File: config.mk
export PLATFORM = sky130hd
export DESIGN_NAME = var_state_list
export DESIGN_NICKNAME = d
export VERILOG_FILES = /design/src/rtl/sat_pkg.sv /design/src/rtl/var_state_cell.sv /design/src/rtl/var_state_list.sv
export SDC_FILE = /design/constraint.sdc
export NUM_CORES = 1
export LEC_CHECK = 0
export CAP_MARGIN = 10
export CELL_PAD_IN_SITES_DETAIL_PLACEMENT = 1
export CELL_PAD_IN_SITES_GLOBAL_PLACEMENT = 1
export CORE_AREA = 2 2 177 179
export DETAILED_ROUTE_END_ITERATION = 12
export DIE_AREA = 0 0 179 181
export PLACE_DENSITY = 0.92
export SYNTH_ARGS = -nofsm -noshare
export SYNTH_HDL_FRONTEND = slang
export SYNTH_SLANG_ARGS = --single-unit
File: constraint.sdc
create_clock -name clk -period 3.2 [get_ports clk]
set_input_delay 0.48 -clock clk [delete_from_list [all_inputs] [get_ports clk]]
set_output_delay 0.48 -clock clk [all_outputs]
set_load 0.01 [all_outputs]
File: src/rtl/sat_pkg.sv
// rtl/sat_pkg.sv - value encoding, FSM state type and value packing for the variable store
package sat_pkg;

  localparam logic [1:0] VAL_FREE  = 2'b00;
  localparam logic [1:0] VAL_FALSE = 2'b01;
  localparam logic [1:0] VAL_TRUE  = 2'b10;
  localparam int         IMPLIED_BIT = 2;

  typedef enum logic [1:0] {
    ST_IDLE = 2'd0,
    ST_RUN  = 2'd1,
    ST_BKT  = 2'd2
  } state_t;

  function automatic logic [2:0] mk_value(input logic implied, input logic [1:0] val);
    logic [2:0] v;
    v = {1'b0, val};
    v[IMPLIED_BIT] = implied;
    return v;
  endfunction

endpackage

File: src/rtl/var_state_cell.sv
// rtl/var_state_cell.sv - one variable's value/level register with update and conflict logic
module var_state_cell
  import sat_pkg::*;
#(
  parameter int WIDTH_LVL = 16
) (
  input  logic                 clk,
  input  logic                 rst,
  input  logic                 i_load_we,
  input  logic [2:0]           i_load_value,
  input  logic [WIDTH_LVL-1:0] i_load_lvl,
  input  logic                 i_clr_we,
  input  logic [WIDTH_LVL-1:0] i_bkt_lvl,
  input  logic                 i_dec_we,
  input  logic [WIDTH_LVL-1:0] i_cur_lvl,
  input  logic                 i_imply_we,
  input  logic [1:0]           i_imply_value,
  output logic [2:0]           o_value,
  output logic [WIDTH_LVL-1:0] o_lvl,
  output logic                 o_conflict
);

  logic [2:0]           r_value;
  logic [WIDTH_LVL-1:0] r_lvl;
  logic                 w_imply_legal;
  logic                 w_free;

  assign w_imply_legal = (i_imply_value == VAL_FALSE) || (i_imply_value == VAL_TRUE);
  assign w_free        = (r_value[1:0] == VAL_FREE);
  assign o_conflict    = i_imply_we && w_imply_legal && !w_free && (r_value[1:0] != i_imply_value);
  assign o_value       = r_value;
  assign o_lvl         = r_lvl;

  // Enables arrive already prioritised by the parent; the else-chain only orders them defensively.
  always_ff @(posedge clk) begin
    if (!rst) begin
      r_value <= '0;
      r_lvl   <= '0;
    end else if (i_load_we) begin
      r_value <= i_load_value;
      r_lvl   <= i_load_lvl;
    end else if (i_clr_we) begin
      if (r_lvl > i_bkt_lvl) begin
        r_value <= '0;
        r_lvl   <= '0;
      end
    end else if (i_dec_we) begin
      r_value <= mk_value(1'b0, VAL_FALSE);
      r_lvl   <= i_cur_lvl;
    end else if (i_imply_we && w_imply_legal && w_free) begin
      r_value <= mk_value(1'b1, i_imply_value);
      r_lvl   <= i_cur_lvl;
    end
  end

endmodule

File: src/rtl/var_state_list.sv
// rtl/var_state_list.sv - per-variable assignment store with backtrack FSM and status reductions
module var_state_list
  import sat_pkg::*;
#(
  parameter int NUM_VARS      = 8,
  parameter int WIDTH_LVL     = 16,
  parameter int WIDTH_VAR_IDX = 3
) (
  input  logic                          clk,
  input  logic                          rst,
  input  logic                          load_en_i,
  input  logic [WIDTH_VAR_IDX-1:0]      load_idx_i,
  input  logic [2:0]                    load_value_i,
  input  logic [WIDTH_LVL-1:0]          load_lvl_i,
  input  logic [NUM_VARS-1:0]           index_decided_i,
  input  logic                          decision_done_i,
  input  logic [WIDTH_LVL-1:0]          cur_lvl_i,
  input  logic                          imply_en_i,
  input  logic [NUM_VARS-1:0]           imply_mask_i,
  input  logic [NUM_VARS*2-1:0]         imply_value_i,
  input  logic                          apply_bkt_i,
  input  logic [WIDTH_LVL-1:0]          bkt_lvl_i,
  output logic [NUM_VARS*3-1:0]         vars_value_o,
  output logic [NUM_VARS*WIDTH_LVL-1:0] vars_lvl_o,
  output logic                          conflict_o,
  output logic                          all_assigned_o,
  output logic                          bkt_done_o
);

  state_t               r_state;
  state_t               w_state_nxt;
  logic [WIDTH_LVL-1:0] r_bkt_lvl;
  logic                 r_conflict;
  logic                 r_bkt_done;

  logic                 w_bkt_req;
  logic                 w_bkt_clr;
  logic                 w_dec;
  logic                 w_imp;
  logic [NUM_VARS-1:0]  w_load_we;
  logic [NUM_VARS-1:0]  w_cell_conflict;
  logic [NUM_VARS-1:0]  w_assigned;

  // Priority load > backtrack > decision > implication; a winner suppresses every lower event.
  assign w_bkt_req = (r_state == ST_RUN) && apply_bkt_i && !load_en_i;
  assign w_bkt_clr = (r_state == ST_BKT) && !load_en_i;
  assign w_dec     = decision_done_i && !load_en_i && !w_bkt_req && (r_state != ST_BKT);
  assign w_imp     = imply_en_i && !load_en_i && !w_bkt_req && (r_state != ST_BKT) && !decision_done_i;

  always_comb begin
    w_state_nxt = r_state;
    case (r_state)
      ST_IDLE: if (load_en_i || decision_done_i) w_state_nxt = ST_RUN;
      ST_RUN:  if (w_bkt_req) w_state_nxt = ST_BKT;
      ST_BKT:  w_state_nxt = ST_RUN;
      default: w_state_nxt = ST_IDLE;
    endcase
  end

  always_ff @(posedge clk) begin
    if (!rst) begin
      r_state    <= ST_IDLE;
      r_bkt_lvl  <= '0;
      r_conflict <= 1'b0;
      r_bkt_done <= 1'b0;
    end else begin
      r_state    <= w_state_nxt;
      r_bkt_done <= (r_state == ST_BKT);
      if (w_bkt_req) begin
        r_bkt_lvl  <= bkt_lvl_i;
        r_conflict <= 1'b0;
      end else if (|w_cell_conflict) begin
        r_conflict <= 1'b1;
      end
    end
  end

  genvar gi;
  generate
    for (gi = 0; gi < NUM_VARS; gi++) begin : g_cell
      assign w_load_we[gi] = load_en_i && (load_idx_i == WIDTH_VAR_IDX'(gi));

      var_state_cell #(
        .WIDTH_LVL (WIDTH_LVL)
      ) u_cell (
        .clk           (clk),
        .rst           (rst),
        .i_load_we     (w_load_we[gi]),
        .i_load_value  (load_value_i),
        .i_load_lvl    (load_lvl_i),
        .i_clr_we      (w_bkt_clr),
        .i_bkt_lvl     (r_bkt_lvl),
        .i_dec_we      (w_dec && index_decided_i[gi]),
        .i_cur_lvl     (cur_lvl_i),
        .i_imply_we    (w_imp && imply_mask_i[gi]),
        .i_imply_value (imply_value_i[2*gi +: 2]),
        .o_value       (vars_value_o[3*gi +: 3]),
        .o_lvl         (vars_lvl_o[WIDTH_LVL*gi +: WIDTH_LVL]),
        .o_conflict    (w_cell_conflict[gi])
      );

      assign w_assigned[gi] = (vars_value_o[3*gi +: 2] != VAL_FREE);
    end
  endgenerate

  assign conflict_o     = r_conflict;
  assign all_assigned_o = &w_assigned;
  assign bkt_done_o     = r_bkt_done;

endmodule

# After elaboration in Yosys (flattened, before gate mapping)
# Index checks and enable logic that the tools add are counted.
# totals
ff_bits	172
latch_bits	0
ramBits	0
mem_bits_ro	0
elab_cells	280
n_memories	0
# op_classes
addsub	0
n_mul	0
div_mod_pow	0
order_cmp	8
eq_ne	44
shift	0
mux	83
bitwise	1
n_reduce_logical	124
# ops
cell	n
two-way mux 16 bit	40
> comparator 16 bit	8
two-way mux 3 bit	40
logical AND 1 bit	66
nonzero test 4 bit	8
!= test 3 x 1 -> 1 bit, second input constant	7
== test 2 x 1 -> 1 bit, second input constant	9
== test 2 bit, second input constant	9
zero test 2 bit	9
AND reduction 2 bit	9
!= test 2 bit	8
nonzero test 2 bit	8
== test 3 bit, second input constant	4
zero test 1 bit	11
logical OR 1 bit	9
AND reduction 8 bit	1
OR reduction 8 bit	1
== test 3 x 2 -> 1 bit, second input constant	2
!= test 2 bit, second input constant	3
one-hot mux 2 bit (3 select lines)	1
two-way mux 2 bit	2
== test 3 x 1 -> 1 bit, second input constant	1
zero test 3 bit	1
!= test 3 x 2 -> 1 bit, second input constant	1
other kinds (2)	2

# Logic depth before layout (Yosys ltp)
# Gate-level depths: netlist of run 1.
# depth
word_depth	14
ltp_mapped	11
ltp_nobuf	8

# By module
# From an unflattened synthesis of run 1, not the netlist that was laid out.
# hier_totals
cells_unflattened	1566
area_unflattened_um2	13031.2
# modules_own_cells
module	instances	cells_each	area_each_um2
var_state_cell (g_cell[0].u_cell ...)	7	180	1493.9
var_state_cell (g_cell[7].u_cell)	1	179	1491.4
var_state_list	1	127	1082.3

# Worst setup path after synthesis of run 1
# Ideal clock, no wire load.
# synth_path
kind	register -> register
start	register r_bkt_lvl[15]
end	register g_cell[7].u_cell.r_value[1]
setup_time_ns	0.058
arrival_ns	2.380
slack_ns	0.762
stages_incl_launch_ff	11
path_buffers	2
period_less_slack_ns	2.438
cell_sequence	dfxtp_1 -> inv_1 -> ha_1 -> nand4_1 -> or4_1 -> nor4_1 -> a31oi_1 -> clkbuf_1 -> buf_1 -> a21oi_1 -> o21a_1
# synth_via
elab_chain_len	3
# synth_lines
element	line_no	text
start, declared	var_state_list.sv:32	logic [WIDTH_LVL-1:0] r_bkt_lvl;
start signal, assigned	var_state_list.sv:70	r_bkt_lvl <= bkt_lvl_i;
> comparator 16 bit	var_state_cell.sv:43	if (r_lvl > i_bkt_lvl) begin
!= test 3 x 1 -> 1 bit (no line)	-	
AND reduction 2 bit (no line)	-	
end signal, assigned	var_state_cell.sv:40	r_value <= i_load_value;
end signal, assigned	var_state_cell.sv:48	r_value <= mk_value(1'b0, VAL_FALSE);
end signal, assigned	var_state_cell.sv:51	r_value <= mk_value(1'b1, i_imply_value);
end, declared	var_state_cell.sv:23	logic [2:0] r_value;
# Every way passes these cells.
# A chain may end at the register's enable or synchronous reset.

# Worst setup path in the final report of run 1
# layout_path
start	register r_bkt_lvl[13]
end	register g_cell[2].u_cell.r_lvl[13]
# layout_via
elab_chain_len	3
# layout_lines
element	line_no	text
> comparator 16 bit	var_state_cell.sv:43	
!= test 3 x 1 -> 1 bit (no line)	-	
AND reduction 2 bit (no line)	-	
end signal, assigned	var_state_cell.sv:41	r_lvl <= i_load_lvl;
end signal, assigned	var_state_cell.sv:49	r_lvl <= i_cur_lvl;
end signal, assigned	var_state_cell.sv:52	r_lvl <= i_cur_lvl;
end, declared	var_state_cell.sv:24	logic [WIDTH_LVL-1:0] r_lvl;
# Every way passes these cells.

==> results.txt, run 1 <==
First-pass GRT wire length = 81.8 mm
P per Cell Area = 454 nW/um^2
Crit Path Category = reg -> reg
Post-place setup slack = 0.184 ns
Fin util = 50.1%
Worst setup SP type = flop
WL/cell = 26.4 um
Skew final = 0.0165 ns
Sequential power share = 37.1%
Clock network power share = 31.3%
DRC violations left = 0
Synth area leaders = dfxtp_1 (30%), ha_1 (14%), nand2_1 (8.0%)
Die span in y = 181 um
Area leader, netlist = dfxtp_1
Final min period = 3.03 ns
Crit Path Max Fanout = 12
Fin crit share = 94.6%
Crit-path most repeated cell = buf_4
Vias in the first global route = 13800
Psw = 2.46 mW
Detail Route Antenna Nets = 0
Max_cap viols = 0
Fin. max-slew vios = 0
Gpl congestion = 0.972
HP Class = in -> reg
Internal = 4.44 mW
WL final = 54.7 mm
Max_slew headroom = 47.1%
Mapped Area = 11500 um^2
Core area = 30300 um^2
Port Buf Inserts = 246
Total number of vias = 13400
Die X = 179 um
IO Pins = 247
Status = completed
Initial antenna violation count = 0
Synth top cells by count = nand2_1 (245), a21oi_1 (181), dfxtp_1 (172), ha_1 (128), o21ai_0 (76)
Total CTS buffers = 17
Worst-skew pair later-pin latency = 0.46 ns
Layout Area Growth over Synthesis = 32.5%
WP data arrival = 3.42 ns
Peak VDD IR = 332 uV
DR iter-0 viols = 1531
Syn. warnings = 0
H-tree levels = 4
Clock Sinks = 172
Detailed placement HPWL = 41.0 mm
Slowest cell on crit path = ha_1
GRT Residual Overflow = 0
Worst Slack Setup Final = 0.172 ns
Avg Vias per Cell = 6.45
Share of post-route cells with drive strength above 1 = 7.92%
FP Rows = 64
CP Capture Type = flop
Top cell type's share of synthesized area = 30.0%
Longest Clk Path Bufs = 2
Avg Cell Area, Syn = 8.04 um^2
Post-synthesis sequential area ratio = 30.0%
Largest net degree at the start of global routing = 80
Prevailing post-synth register cell = dfxtp_1
FMAX = 330 MHz
Asr flop ratio synth = 0%
Fin. Hold Viols = 0
Sum Neg Setup Slack = 0 ns
Seq cells post-synth = 172
CP peak stage delay = 0.41 ns
EDFF count, synth = 0
Crit-path cells = inv_1, ha_1, nand4_1, nor4_1, buf_4, o21ai_0, a31oi_1, a21boi_2, buf_4, o21a_1
Count leader, synth = nand2_1
Syn Inst Count = 1427
Die Area = 32400 um^2
Required time worst endpoint = 3.59 ns
Unique masters post-synth = 66
# diodes = 0
CTS tree = built
Final setup vio count = 0
All-Layer GR Usage = 33.3%
Post-Synthesis Net Count = 1647
Drt first pass iters = 6
Combinational share of power = 31.6%
Hold_ws = 0.433 ns
Initial core utilization = 37.8%
Leakage Power = 6.49 nW
Nets = 1886
Switching Share = 35.7%
Root Buffer = clkbuf_16
Clock transition at path regs = 0.08 ns
Worst-Margin Slew = 0.793 ns
RSZ-0062 raised after global routing = no
[per-stage QoR]
step | total power, mW | instances | area (um^2)
after global placement | 4.60 | 2043 | 14600
after global routing | 7.13 | 2075 | 15200
final | 6.90 | 2075 | 15200
after CTS | 6.84 | 2075 | 15200
after floorplan | 3.62 | 1427 | 11500
after detailed placement | 4.70 | 2043 | 14600
[state kept, by name (all words and copies together) (netlist names)]
register and count:
conflict_o 1, bkt_done_o 1, r_bkt_lvl 16, r_state 2, g_cell.u_cell.o_value 24, g_cell.u_cell.o_lvl 128
[metal layers]
layer	global-route usage (%)	wire length, um
met2	53.5	25000
met3	6.38	5420
met4	18.7	3260
met5	0	0
met1	41.6	21000
[cell type report]
type                       instances  area (um^2)
fill                            3621        15100
multi-input combinational       1125         7500
sequential                       172         3440
timing repair buffer             313         3050
tap                              396          495
clock buffer                      18          429
clock inverter                    14          151
inverter                          37          139
[power by group through the flow]
stage	combinational (mW)	clock, mW	sequential, mW
4_1_cts	2.14	2.15	2.55
2_1_floorplan	1.04	0	2.58
5_1_grt	2.33	2.23	2.58
3_5_place_dp	2.10	0	2.60
3_3_place_gp	2.01	0	2.59
6_report	2.18	2.16	2.56
[cells in the final DEF (no fill, tap or decap), types with 24 or more instances in the layout]
cell,Yosys,layout
o22ai_1,52,52
dfxtp_1,172,172
o21a_1,41,41
a21oi_1,181,181
buf_4,2,61
mux2i_1,39,39
clkdlybuf4s50_1,0,245
ha_1,128,128
inv_1,36,36
a21o_1,24,24
nand2_1,245,245
nor2_1,48,48
o21ai_0,76,76
[critical path, delay by kind of cell (launching register included)]
kind            cells  cell delay, ns
compound gates      4            1.00
buf+inv             3            0.64
simple gates        2            0.55
fa+ha+maj           1            0.41
flops               1            0.34
[path summary, 6_finish.rpt]
path / start / to / slack (ns) / cells after the start
max: r_bkt_lvl[13] / g_cell[2].u_cell.o_lvl[13] / 0.17 / 10
min reg2reg: r_bkt_lvl[8] / r_bkt_lvl[8] / 0.46 / 2
min: rst / g_cell[6].u_cell.o_lvl[7] / 0.43 / 3
max reg2reg: r_bkt_lvl[13] / g_cell[2].u_cell.o_lvl[13] / 0.17 / 10
[timing repair]
item,in CTS,in global routing
hold buffers,0,0
endpoints found under the setup margin,0,19
endpoints found under the hold margin,0,0
gates resized for setup,0,1
buffers inserted,0,0
[cell families (layout without fill, tap and decap cells)]
family,after synthesis,count (layout),synth area share [%]
XOR/XNOR,8,8,0.611
AND/OR/NAND/NOR,422,422,17.0
buffers and inverters,130,382,4.90
multiplexers,39,39,3.40
adder cells (fa/ha/maj),128,128,14.0
flip-flops,172,172,30.0
AO/OA/AOI/OAI,528,528,30.1
(Power assumes the default switching activity.)
==> inputs of run 2 (changes only) <==
PLACE_DENSITY = unset   (was 0.92)
PLACE_DENSITY_LB_ADDON = 0.08   (was unset)
==> run 2 against run 1 <==
  * Clock skew grew 0.00062 ns
  * Routed wire length down 11%
  * Maximum frequency increased by 0.71%
  * Critical path depth fell by 2
  * Critical endpoint is now g_cell[0].u_cell.o_lvl[14]
  * Largest power group unchanged
==> results.txt, run 2 (same netlist as run 1, synthesis figures left out) <==
Flop2flop setup slack = 0.19 ns (was 0.17 ns)
Drt first pass iters = 5 (was 6)
Worst-Margin Slew = 1.17 ns (was 0.793 ns)
DR iter-0 viols = 830 (was 1531)
Root Buffer = clkbuf_16 (unchanged)
Layout fillers = 3595 (was 3621)
Post-place setup slack = 0.237 ns (was 0.184 ns)
Min-delay src = r_bkt_lvl[8] (was rst)
WP data arrival = 3.40 ns (was 3.42 ns)
Initial antenna violation count = 0 (unchanged)
Max_slew headroom = 21.6% (was 47.1%)
Die span in y = 181 um (unchanged)
Share of post-route cells with drive strength above 1 = 7.71% (was 7.92%)
Crit Path Category = reg -> reg (unchanged)
Peak VDD IR = 358 uV (was 332 uV)
Required time worst endpoint = 3.59 ns (about the same)
Crit-path cells = inv_1, ha_1, nand4_1, nor4_1, buf_4, nand2_1, a211oi_2, o22a_1 (was inv_1, ha_1, nand4_1, nor4_1, buf_4, o21ai_0, a31oi_1, a21boi_2, buf_4, o21a_1)
FP Rows = 64 (unchanged)
Buffer count from post-CTS setup fixing = 0 (unchanged)
Skew final = 0.0171 ns (was 0.0165 ns)
Detail Route Antenna Nets = 0 (unchanged)
Port Buf Inserts = 246 (unchanged)
Worst Slack Setup Final = 0.193 ns (was 0.172 ns)
Max_cap viols = 0 (unchanged)
Worst setup SP type = flop (unchanged)
Core area = 30300 um^2 (unchanged)
All-Layer GR Usage = 29.7% (was 33.3%)
Longest Clk Path Bufs = 2 (unchanged)
WL/cell = 23.4 um (was 26.4 um)
H-tree levels = 4 (unchanged)
Vias in the first global route = 12300 (was 13800)
Crit Reg-Reg Startpoint = r_bkt_lvl[15] (was r_bkt_lvl[13])
RSZ-0062 raised after global routing = no (unchanged)
Fin crit share = 94.0% (was 94.6%)
Leakage Power = 6.48 nW (was 6.49 nW)
FMAX = 333 MHz (was 330 MHz)
First-pass GRT wire length = 73.5 mm (was 81.8 mm)
DRC violations left = 0 (unchanged)
GRT Residual Overflow = 0 (unchanged)
Clock Sinks = 172 (unchanged)
Layout Area Growth over Synthesis = 32.3% (was 32.5%)
Hold_ws = 0.457 ns (was 0.433 ns)
HP Class = reg -> reg (was in -> reg)
Total CTS buffers = 17 (unchanged)
WHS Path Cells = 2 (was 3)
P per Cell Area = 454 nW/um^2 (about the same)
Initial core utilization = 37.8% (unchanged)
WL final = 48.5 mm (was 54.7 mm)
CP Capture Type = flop (unchanged)
CP Depth = 8 (was 10)
Highest-count cells in the layout ignoring fill and taps = nand2_1 (245), clkdlybuf4s50_1 (245), a21oi_1 (181) (unchanged)
IO Pins = 247 (unchanged)
Fin. max-slew vios = 0 (unchanged)
Nets = 1881 (was 1886)
CP delay by family, top = compound AO/OA/AOI/OAI gates (unchanged)
Status = completed (unchanged)
# diodes = 0 (unchanged)
Sum Neg Setup Slack = 0 ns (unchanged)
Fin util = 50.0% (was 50.1%)
Post-cts repair resize count = 0 (unchanged)
R2R cell count = 8 (was 10)
Die Area = 32400 um^2 (unchanged)
Worst Hold End = r_bkt_lvl[8] (was g_cell[6].u_cell.o_lvl[7])
Crit Path Max Fanout = 16 (was 12)
Worst-skew pair later-pin latency = 0.45 ns (was 0.46 ns)
RR Endpoint = g_cell[0].u_cell.o_lvl[14] (was g_cell[2].u_cell.o_lvl[13])
Fin. Hold Viols = 0 (unchanged)
Final min period = 3.01 ns (was 3.03 ns)
Total number of vias = 12300 (was 13400)
Max reg flops = 128 (unchanged)
CP peak stage delay = 0.98 ns (was 0.41 ns)
Die X = 179 um (unchanged)
Final setup vio count = 0 (unchanged)
Gpl congestion = 0.910 (was 0.972)
Avg Vias per Cell = 5.94 (was 6.45)
Hold_buf cts = 0 (unchanged)
CP Buf/Inv Count = 2 (was 3)
Detailed placement HPWL = 38.0 mm (was 41.0 mm)
Largest net degree at the start of global routing = 91 (was 80)
Clock transition at path regs = 0.08 ns (about the same)
Slowest cell on crit path = a211oi_2 (was ha_1)
CTS tree = built (unchanged)
==> run 2: changes by cell type in the layout (fill, tap and decap cells not counted), sizes merged <==
| cell | before | now |
|---|---|---|
| clkinvlp | 4 | 1 |
| clkinv | 0 | 5 |
| buf | 68 | 63 |
| inv | 46 | 44 |
==> run 2: worst min-delay path: stages (launching register included) <==
cell     delay [ns]
dfxtp_1        0.31
nand2_1        0.05
a21oi_1        0.05
==> run 2: area by class of cell <==
type / instances / area (um^2) / share of cell area [%]
Clock buffer: 18 / 439 / 2.89
Clock inverter: 14 / 173 / 1.14
Inverter: 37 / 139 / 0.915
Multi-Input combinational cell: 1125 / 7490 / 49.3
Sequential cell: 172 / 3440 / 22.7
Tap cell: 396 / 495 / 3.26
Timing Repair Buffer: 308 / 3000 / 19.8
==> run 2: stage by stage <==
step	cells	cell area (um^2)	total power, mW
after floorplan	1427	11500	3.62
after global placement	2038	14600	4.62
after detailed placement	2038	14600	4.68
after CTS	2070	15200	6.92
after global routing	2070	15200	7.21
final	2070	15200	6.89
==> run 2: worst max path at each step <==
stage | from | to | slack [ns]
finish | r_bkt_lvl[15] | g_cell[0].u_cell.o_lvl[14] | 0.19
CTS | r_bkt_lvl[15] | g_cell[0].u_cell.o_lvl[14] | 0.26
floorplan | r_bkt_lvl[15] | g_cell[7].u_cell.o_value[1] | 0.76
detailed placement | apply_bkt_i | g_cell[1].u_cell.o_lvl[8] | 0.24
global placement | apply_bkt_i | g_cell[1].u_cell.o_lvl[9] | 0.29
global route | r_bkt_lvl[15] | g_cell[0].u_cell.o_lvl[14] | 0.09
==> run 2: where the power goes <==
group | total, mW | internal, mW | switching, mW
registers | 2.55 | 2.32 | 0.223
clock network | 2.23 | 1.14 | 1.09
logic | 2.11 | 1.01 | 1.11
==> run 2: metal layers <==
metal  share of wire [%]  GRT usage [%]
met1                  46           40.8
met2                  46           48.7
met5                   0              0
met3                 5.4           4.04
met4                 2.4           7.93
==> inputs of run 3 (changes only) <==
CORE_AREA = 2 2 175 177   (was 2 2 177 179)
CTS_BUF_LIST = sky130_fd_sc_hd__clkbuf_8   (was unset)
DIE_AREA = 0 0 177 179   (was 0 0 179 181)
==> run 3 against run 2 <==
  * Cell area shrank 1.3%
  * Critical endpoint is now g_cell[6].u_cell.o_lvl[5]
  * Setup slack gained 0.042 ns
  * Register-to-register slack gained 0.04 ns
  * Worst hold slack lost 0.077 ns
  * Non-clock buffer count grew 6
  * Combinational power is essentially flat
==> results.txt, run 3 (same netlist as run 1, synthesis figures left out) <==
Share of post-route cells with drive strength above 1 = 8.04% (was 7.71%)
Switching Share = 37.6% (was 35.1%)
Combinational share of power = 33.4% (was 30.6%)
DRC violations left = 0 (unchanged)
Gpl congestion = 0.917 (was 0.910)
Worst setup SP type = flop (unchanged)
Status = completed (unchanged)
P per Cell Area = 417 nW/um^2 (was 454 nW/um^2)
Sequential power share = 40.7% (was 36.9%)
Post-cts repair resize count = 0 (unchanged)
Hold_ws = 0.380 ns (was 0.457 ns)
Max_slew headroom = 24.1% (was 21.6%)
RSZ-0062 raised after global routing = no (unchanged)
Post-place setup slack = 0.0391 ns (was 0.237 ns)
Longest Clk Path Bufs = 2 (unchanged)
Fin crit share = 92.7% (was 94.0%)
Final min period = 2.97 ns (was 3.01 ns)
Max reg flops = 128 (unchanged)
Internal = 3.90 mW (was 4.47 mW)
Clock network power share = 25.9% (was 32.4%)
WL final = 47.9 mm (was 48.5 mm)
Core area = 30000 um^2 (was 30300 um^2)
Fin util = 49.9% (was 50.0%)
FP Rows = 64 (unchanged)
Worst-skew pair later-pin latency = 0.50 ns (was 0.45 ns)
DR iter-0 viols = 912 (was 830)
Detailed placement HPWL = 37.8 mm (was 38.0 mm)
Clock transition at path regs = 0.12 ns (was 0.08 ns)
Layout Area Growth over Synthesis = 30.5% (was 32.3%)
Final setup vio count = 0 (unchanged)
Die Area = 31700 um^2 (was 32400 um^2)
# diodes = 0 (unchanged)
First-pass GRT wire length = 71.6 mm (was 73.5 mm)
CTS tree = built (unchanged)
WHS Path Cells = 3 (was 2)
CP Capture Type = flop (unchanged)
R2R cell count = 10 (was 8)
Fin. Hold Viols = 0 (unchanged)
Crit Path Max Fanout = 16 (unchanged)
Avg Vias per Cell = 5.93 (was 5.94)
Vias in the first global route = 12200 (was 12300)
Initial core utilization = 38.2% (was 37.8%)
Highest-count cells in the layout ignoring fill and taps = nand2_1 (245), clkdlybuf4s50_1 (245), a21oi_1 (181) (unchanged)
Initial antenna violation count = 0 (unchanged)
Die span in y = 179 um (was 181 um)
Largest net degree at the start of global routing = 91 (unchanged)
Buffer count from post-CTS setup fixing = 0 (unchanged)
Drt first pass iters = 5 (unchanged)
Leakage Power = 6.40 nW (was 6.48 nW)
Root Buffer = clkbuf_8 (was clkbuf_16)
IO Pins = 247 (unchanged)
Layout fillers = 3588 (was 3595)
Port Buf Inserts = 246 (unchanged)
Detail Route Antenna Nets = 0 (unchanged)
Crit-path cells = inv_1, buf_4, ha_1, a21o_1, a21oi_1, nor2b_1, a2111oi_0, a31o_1, buf_12, mux2i_1 (was inv_1, ha_1, nand4_1, nor4_1, buf_4, nand2_1, a211oi_2, o22a_1)
All-Layer GR Usage = 29.9% (was 29.7%)
FMAX = 337 MHz (was 333 MHz)
Die X = 177 um (was 179 um)
Fin. max-slew vios = 0 (unchanged)
Total CTS buffers = 17 (unchanged)
Worst Slack Setup Final = 0.235 ns (was 0.193 ns)
Worst-Margin Slew = 1.14 ns (was 1.17 ns)
WL/cell = 23.1 um (was 23.4 um)
Sum Neg Setup Slack = 0 ns (unchanged)
Slowest cell on crit path = a2111oi_0 (was a211oi_2)
HP Class = in -> reg (was reg -> reg)
Total number of vias = 12300 (about the same)
Max_cap viols = 0 (unchanged)
WP data arrival = 3.37 ns (was 3.40 ns)
Psw = 2.35 mW (was 2.42 mW)
Peak VDD IR = 272 uV (was 358 uV)
Skew final = 0.0380 ns (was 0.0171 ns)
CP peak stage delay = 0.66 ns (was 0.98 ns)
Nets = 1887 (was 1881)
Crit Path Category = reg -> reg (unchanged)
Hold_buf cts = 0 (unchanged)
Required time worst endpoint = 3.60 ns (was 3.59 ns)
Clock Sinks = 172 (unchanged)
H-tree levels = 4 (unchanged)
GRT Residual Overflow = 0 (unchanged)
-- run 3: power by group through the flow --
stage / sequential, mW / combinational [mW] / clock (mW)
finish: 2.54 / 2.09 / 1.62
global route: 2.56 / 2.27 / 1.73
CTS: 2.54 / 2.08 / 1.64
global placement: 2.59 / 2.00 / 0
detailed placement: 2.59 / 2.06 / 0
floorplan: 2.58 / 1.04 / 0
-- run 3: worst max-delay path: cells and delay by family (launching register included) --
family / cells / cell delay (ns)
AO/OA/AOI/OAI: 4 / 1.29
adder cells (fa/ha/maj): 1 / 0.25
buffers and inverters: 3 / 0.72
AND/OR/NAND/NOR: 1 / 0.06
flip-flops: 1 / 0.33
multiplexers: 1 / 0.22
-- run 3: stage by stage --
step / instance area [um^2] / total power [mW] / instances
after floorplan: 11500 / 3.62 / 1427
after global placement: 14600 / 4.59 / 2044
after detailed placement: 14600 / 4.65 / 2044
after CTS: 15000 / 6.26 / 2076
after global routing: 15000 / 6.56 / 2076
final: 15000 / 6.25 / 2076
-- run 3: worst paths after layout --
kind | start | endpoint | slack [ns]
worst max-delay path | r_bkt_lvl[13] | g_cell[6].u_cell.o_lvl[5] | 0.23
worst max register to register | r_bkt_lvl[13] | g_cell[6].u_cell.o_lvl[5] | 0.23
worst min-delay path | rst | g_cell[3].u_cell.o_lvl[0] | 0.38
worst min register to register | r_bkt_lvl[11] | r_bkt_lvl[11] | 0.46
-- run 3: layout make-up --
class | instances | area, um^2 | share of cell area [%]
clock inverter | 15 | 144 | 0.961
tap | 396 | 495 | 3.31
multi-input combinational | 1125 | 7490 | 50.0
sequential | 172 | 3440 | 23.0
timing repair buffer | 314 | 3030 | 20.2
inverter | 37 | 139 | 0.927
clock buffer | 17 | 234 | 1.56
-- run 3: per-layer routing --
layer / up-vias / global-route usage (%) / part of all wire (%)
met1: 6042 / 40.6 / 46
met3: 87 / 4.11 / 5.2
met5: - / 0 / 0
met4: 0 / 10.8 / 3.3
li1: 5744 / - / -
met2: 436 / 48.4 / 46
